[src/rtl/count_wrap_monitor_pkg.sv]
// rtl/count_wrap_monitor_pkg.sv - shared constants and FSM state type for the count wrap monitor
package count_wrap_monitor_pkg;

   // Width of the observed counter; the predictor and monitor assume 4 bits.
   localparam int CNT_W = 4;

   // Step sizes of the upstream counter; these must track the counter itself.
   localparam int UP_STEP_DEF   = 3;
   localparam int DOWN_STEP_DEF = 5;

   // Default width of the saturating wrap tally.
   localparam int WRAP_W_DEF = 8;

   // Monitor FSM. The encoding is visible on the state output, so values are fixed.
   // 2'b11 is never entered; if it ever appears, the FSM falls back to SYNC.
   typedef enum logic [1:0] {
      SYNC  = 2'b00,
      TRACK = 2'b01,
      FAULT = 2'b10
   } mon_state_t;

endpackage

[src/rtl/count_step_predictor.sv]
// rtl/count_step_predictor.sv - combinational next-count model of the up/down/load counter
module count_step_predictor
   import count_wrap_monitor_pkg::*;
#(
   parameter int UP_STEP   = UP_STEP_DEF,
   parameter int DOWN_STEP = DOWN_STEP_DEF
) (
   input  logic [CNT_W-1:0] cnt,
   input  logic [CNT_W-1:0] load_val,
   input  logic             enable,
   input  logic             up_downBar,
   output logic [CNT_W-1:0] pred,
   output logic             carry,
   output logic             borrow
);

   // One extra bit so the top bit of the sum/difference is the carry/borrow.
   localparam logic [CNT_W:0] UP_EXT   = (CNT_W+1)'(UP_STEP);
   localparam logic [CNT_W:0] DOWN_EXT = (CNT_W+1)'(DOWN_STEP);

   logic [CNT_W:0] up_sum;
   logic [CNT_W:0] down_diff;

   assign up_sum    = {1'b0, cnt} + UP_EXT;
   assign down_diff = {1'b0, cnt} - DOWN_EXT;

   // Select the counter's next value; a parallel load never reports a wrap.
   always_comb begin
      pred   = cnt;
      carry  = 1'b0;
      borrow = 1'b0;
      if (enable) begin
         pred = load_val;
      end else if (up_downBar) begin
         pred  = up_sum[CNT_W-1:0];
         carry = up_sum[CNT_W];
      end else begin
         pred   = down_diff[CNT_W-1:0];
         borrow = down_diff[CNT_W];
      end
   end

endmodule

[src/rtl/count_wrap_monitor.sv]
// rtl/count_wrap_monitor.sv - checks the 4-bit counter against its controls and reports wrap-arounds
module count_wrap_monitor
   import count_wrap_monitor_pkg::*;
#(
   parameter int UP_STEP   = UP_STEP_DEF,
   parameter int DOWN_STEP = DOWN_STEP_DEF,
   parameter int WRAP_W    = WRAP_W_DEF
) (
   input  logic              clk,
   input  logic              clearBar,
   input  logic [CNT_W-1:0]  cnt_in,
   input  logic [CNT_W-1:0]  load_val,
   input  logic              enable,
   input  logic              up_downBar,
   input  logic              fault_clr,
   output logic              wrap_up,
   output logic              wrap_down,
   output logic [WRAP_W-1:0] wrap_count,
   output logic              mismatch,
   output logic [CNT_W-1:0]  exp_cnt,
   output logic [1:0]        state
);

   // Previous-edge sample of the counter output and the controls it was given.
   logic [CNT_W-1:0] s_cnt;
   logic [CNT_W-1:0] s_load_val;
   logic             s_enable;
   logic             s_up_downBar;

   logic [CNT_W-1:0] pred;
   logic             carry;
   logic             borrow;

   mon_state_t       cur_state;

   assign state = cur_state;

   // The controls seen at the previous edge decide what cnt_in must be now.
   count_step_predictor #(
      .UP_STEP   (UP_STEP),
      .DOWN_STEP (DOWN_STEP)
   ) u_predictor (
      .cnt        (s_cnt),
      .load_val   (s_load_val),
      .enable     (s_enable),
      .up_downBar (s_up_downBar),
      .pred       (pred),
      .carry      (carry),
      .borrow     (borrow)
   );

   // Capture the counter output and its controls on every edge, in every state.
   always_ff @(posedge clk or negedge clearBar) begin
      if (!clearBar) begin
         s_cnt        <= '0;
         s_load_val   <= '0;
         s_enable     <= 1'b0;
         s_up_downBar <= 1'b0;
      end else begin
         s_cnt        <= cnt_in;
         s_load_val   <= load_val;
         s_enable     <= enable;
         s_up_downBar <= up_downBar;
      end
   end

   // Sync/track/fault sequencing with registered compare, wrap pulses and tally.
   always_ff @(posedge clk or negedge clearBar) begin
      if (!clearBar) begin
         cur_state  <= SYNC;
         wrap_up    <= 1'b0;
         wrap_down  <= 1'b0;
         wrap_count <= '0;
         mismatch   <= 1'b0;
         exp_cnt    <= '0;
      end else begin
         // Pulses last a single cycle unless re-armed below.
         wrap_up   <= 1'b0;
         wrap_down <= 1'b0;
         if (fault_clr) begin
            // Re-synchronise from any state; the wrap tally survives.
            mismatch  <= 1'b0;
            cur_state <= SYNC;
         end else begin
            case (cur_state)
               SYNC: begin
                  // This edge only seeds the sample registers.
                  cur_state <= TRACK;
               end
               TRACK: begin
                  exp_cnt <= pred;
                  if (cnt_in != pred) begin
                     mismatch  <= 1'b1;
                     cur_state <= FAULT;
                  end else begin
                     wrap_up   <= carry;
                     wrap_down <= borrow;
                     if ((carry || borrow) && (wrap_count != {WRAP_W{1'b1}})) begin
                        wrap_count <= wrap_count + 1'b1;
                     end
                  end
               end
               FAULT: begin
                  mismatch  <= 1'b1;
                  cur_state <= FAULT;
               end
               default: begin
                  cur_state <= SYNC;
               end
            endcase
         end
      end
   end

endmodule
[config.mk]
export PLATFORM = sky130hd
export DESIGN_NAME = count_wrap_monitor
export DESIGN_NICKNAME = d
export VERILOG_FILES = /design/src/rtl/count_wrap_monitor_pkg.sv /design/src/rtl/count_step_predictor.sv /design/src/rtl/count_wrap_monitor.sv
export SDC_FILE = /design/constraint.sdc
export NUM_CORES = 1
export LEC_CHECK = 0
export ABC_AREA = 0
export CORE_MARGIN = 10
export CORE_UTILIZATION = 39
export CTS_CLUSTER_SIZE = 8
export DETAILED_ROUTE_END_ITERATION = 12
export PLACE_DENSITY = 0.73
export SLEW_MARGIN = 30
export SYNTH_ARGS = -nofsm -noshare
export SYNTH_HDL_FRONTEND = slang
export SYNTH_SLANG_ARGS = --single-unit
export TNS_END_PERCENT = 100
[constraint.sdc]
create_clock -name clk -period 1.94 [get_ports clk]
set_input_delay 0.194 -clock clk [delete_from_list [all_inputs] [get_ports clk]]
set_output_delay 0.194 -clock clk [all_outputs]
set_load 0.02 [all_outputs]
==> run_results.csv <==
group,metric,value,unit
outcome,status,"finished with violations",
outcome,failed_checks,"negative setup slack",
yosys,yosys_warnings,0,
timing,rsz0062_at_grt,"yes",
place,dpl_cell_area,1640,um^2
layout,fillCellCount,281,
yosys,synthSimpleGateAreaFrac,18.3,%
place,portBuffers,29,
drt,via_count,883,
clocking,htreeDepth,1,
grt,grt_start_max_net_pins,28,
clocking,clkLatencyLatePin,330,ps
timing,finClkSkew,5.63,ps
place,dp_hpwl,2020,um
clocking,cts_tree,"done",
floorplan,std_cell_rows,20,
clocking,max-clock-path-buffers,2,
clocking,clock_sinks,27,
yosys,synth_xor_area_share,9.92,%
yosys,syn_area_per_cell,12.5,um^2
critical_path,critical_path_peak_fanout,2,
floorplan,fp.dieW,76.3,um
drt,route.detailed.drc,0,
yosys,syn-cell-area,1240,um^2
grt,grt-ovfl-total,0,
timing,relSlewSlack,76.6,%
critical_path,path_cells,"inv_2 > ha_4 > xnor2_2 > mux2i_2 > xor2_1 > nand4b_1 > or3_4 > mux2_4",
place,place_congestion,0.770,
layout,multiInputGateArea,623,um^2
drt,ant_nets,0,
yosys,synth_fa_ha_area_share,5.06,%
job,drv_cap,0,
drt,firstDrtPassIters,3,
layout,drive_gt1_share,25.7,%
timing,finalWorstSetupSlack,-141,ps
power_and_ir_drop,pwr_density_cell,769,nW/um^2
drt,initialDrtViolationCount,35,
layout,layout.cells.non_filler,184,
layout,antennaDiodeCount,0,
critical_path,cp-start-kind,"flip-flop",
yosys,muxShareOfSynthArea,7.09,%
grt,grt_pass1_wl,4550,um
timing,setup_viol,7,
yosys,ys_ff_latch,27,
floorplan,core-area,3050,um^2
layout,layout.area.seq,676,um^2
clocking,ctsHoldBuffers,0,
layout,area_growth,44.2,%
floorplan,start_util,40.5,%
yosys,syn_nets,117,
drt,wl_per_cell,14.7,um
yosys,synth_compound_area_share,2.02,%
critical_path,slowest_delay,400,ps
grt,grt_pass1_vias,984,
clocking,cts_buffers,3,
place,dp.cells,178,
yosys,synth_top_area_share,54.7,%
timing,finalHoldViolations,0,
drt,drt-total-wl,2710,um
floorplan,dieArea,5820,um^2
critical_path,worstPathArrival,2310,ps
critical_path,worstSetupEndpointType,"flip-flop",
yosys,ys_types,29,
power_and_ir_drop,ir_worst_vdd,0.571,mV
clocking,clockRootBuffer,"clkbuf_4",
timing,worstMarginPinSlew,351,ps
yosys,synthFlopType,"dfrtp_1",
yosys,synthArstFlopShare,100,%
power_and_ir_drop,p_leak,0.000787,uW
grt,gr-usage-all-layers,9.37,%
yosys,postSynthCellCount,99,
drt,vias_per_cell,4.80,
grt,antenna_found_initial,0,
floorplan,ios,30,
min_path,worst_hold_path_type,"primary input to asynchronous set/reset pin",
yosys,synth_area_leader_cell,"dfrtp_1",
timing,fmax,0.481,GHz
critical_path,required,2170,ps
floorplan,die_height,76.3,um
yosys,synth-edff-count,0,
critical_path,cpMaxStageDelayCell,"dfrtp_1",
layout,nets,159,
timing,finalCriticalPeriod,2080,ps
yosys,synth_top_family_by_area,"simple AND/OR/NAND/NOR gates",
layout,fin_area,1780,um^2
timing,final_max_slew_viol_count,0,
timing,fin_crit_sh,107,%
clocking,clk_pin_slew,140,ps
critical_path,path_class,"flip-flop to flip-flop",
yosys,ys_seq_area_share,54.7,%
yosys,synth_top_cells_by_area,"dfrtp_1 (55%), ha_1 (5.1%), nor4_2 (5.1%), xnor2_1 (5.0%), xor2_1 (5.0%)",
==> kinds of logic after synthesis <==
kind of cell,Yosys count
AND/OR/NAND/NOR,32
AO/OA/AOI/OAI,5
XOR/XNOR,14
adder cells (fa/ha/maj),5
multiplexers,8
buffers and inverters,8
flip-flops,27
==> synthesized netlist by cell type, types with 2 or more instances <==
library cell   n
nor4_1         2
o21ai_0        3
nand2_1        4
ha_1           5
xnor2_1        7
nor4_2         5
mux2i_1        5
inv_1          5
xor2_1         7
mux2_2         2
nand3_1        4
nand4_1        2
dfrtp_1       27
buf_2          2
nor3_1         3
nand2b_1       3
==> state kept, by name, summed over array words and instances (netlist names) <==
signal	flops
s_enable	1
s_load_val	4
s_up_downBar	1
mismatch	1
s_cnt	4
wrap_up	1
wrap_down	1
state	2
wrap_count	8
exp_cnt	4
==> final cells by class <==
cell class	count	share of cell area, %
clock buffers	4	1.47
inverters	5	1.05
multi-input cells	64	34.9
flip-flops and latches	27	37.9
well taps	44	3.09
repair buffers	40	21.5
==> per-stage QoR <==
stage	power [uW]	utilization [%]	setup TNS (ps)	hold slack, ps	setup slack [ps]
floorplan	894	-	-56.0	-102	-56.0
global placement	1100	53.6	-20.2	467	-20.2
detailed placement	1110	53.6	-708	474	-141
CTS	1360	55.4	-499	221	-109
global route	1450	58.4	-1480	232	-238
finish	1370	58.4	-420	212	-141
==> critical path, delay by kind of cell, from the launching register on <==
family / cells / cell delay, ps
adders and majority gates: 1 / 170
and+or+nand+nor: 2 / 550
xor gates and xnor gates: 2 / 310
buffers and inverters: 1 / 60
DFF: 1 / 400
muxes: 2 / 490
==> cells in the final DEF (no fill, tap or decap) <==
| cell | count |
|---|---|
| and3_1 | 1 |
| nor2b_2 | 1 |
| nor3_1 | 3 |
| buf_6 | 3 |
| nor4b_4 | 1 |
| clkdlybuf4s50_1 | 29 |
| clkbuf_4 | 3 |
| xnor2_1 | 6 |
| mux2i_2 | 1 |
| buf_4 | 8 |
| nand3_1 | 4 |
| dfrtp_1 | 27 |
| nand2_1 | 4 |
| o21ai_1 | 1 |
| clkbuf_1 | 1 |
| inv_1 | 3 |
| inv_2 | 2 |
| nand4_1 | 2 |
| ha_1 | 4 |
| nor4_4 | 4 |
| xor2_1 | 7 |
| nor4_2 | 3 |
| or3_4 | 2 |
| nand2_2 | 1 |
| ha_4 | 1 |
| mux2_4 | 1 |
| mux2_2 | 2 |
| mux2i_1 | 4 |
| a21oi_2 | 1 |
| nor2_4 | 1 |
| nand2b_1 | 3 |
| and2_1 | 1 |
| xnor2_2 | 1 |
| nand4b_1 | 1 |
| o21ai_0 | 3 |
==> timing repair <==
action,CTS,global route
setup endpoints to repair,10,12
setup buffers,1,1
resized for setup,5,15
pin swaps,5,6
==> worst paths after layout <==
| path | startpoint | end | slack [ps] | cells past startpoint |
|---|---|---|---|---|
| max | s_cnt[0] | wrap_count[1] | -140 | 8 |
| min reg2reg | exp_cnt[3] | exp_cnt[3] | 500 | 2 |
| max in group asynchronous | clearBar | state[0] | 1460 | 2 |
| min | clearBar | wrap_up | 210 | 2 |
| max reg2reg | s_cnt[0] | wrap_count[1] | -140 | 8 |
| min in group clk | load_val[3] | s_load_val[3] | 280 | 1 |
==> report_power, final <==
part	switching [uW]	total, uW	internal (uW)
clock	165	246	80.7
sequential	47.7	680	632
combinational	228	446	218
total	441	1370	930
==> per-layer routing <==
| metal | track usage [%] | up-vias | part of all wire (%) |
|---|---|---|---|
| li1 | - | 426 | - |
| met1 | 9.81 | 434 | 41 |
| met2 | 16.8 | 21 | 52 |
| met3 | 4.13 | 2 | 5.9 |
| met4 | 2.23 | 0 | 0.63 |
| met5 | 0 | - | 0 |
No activity file was read; power rests on OpenSTA's default activity.
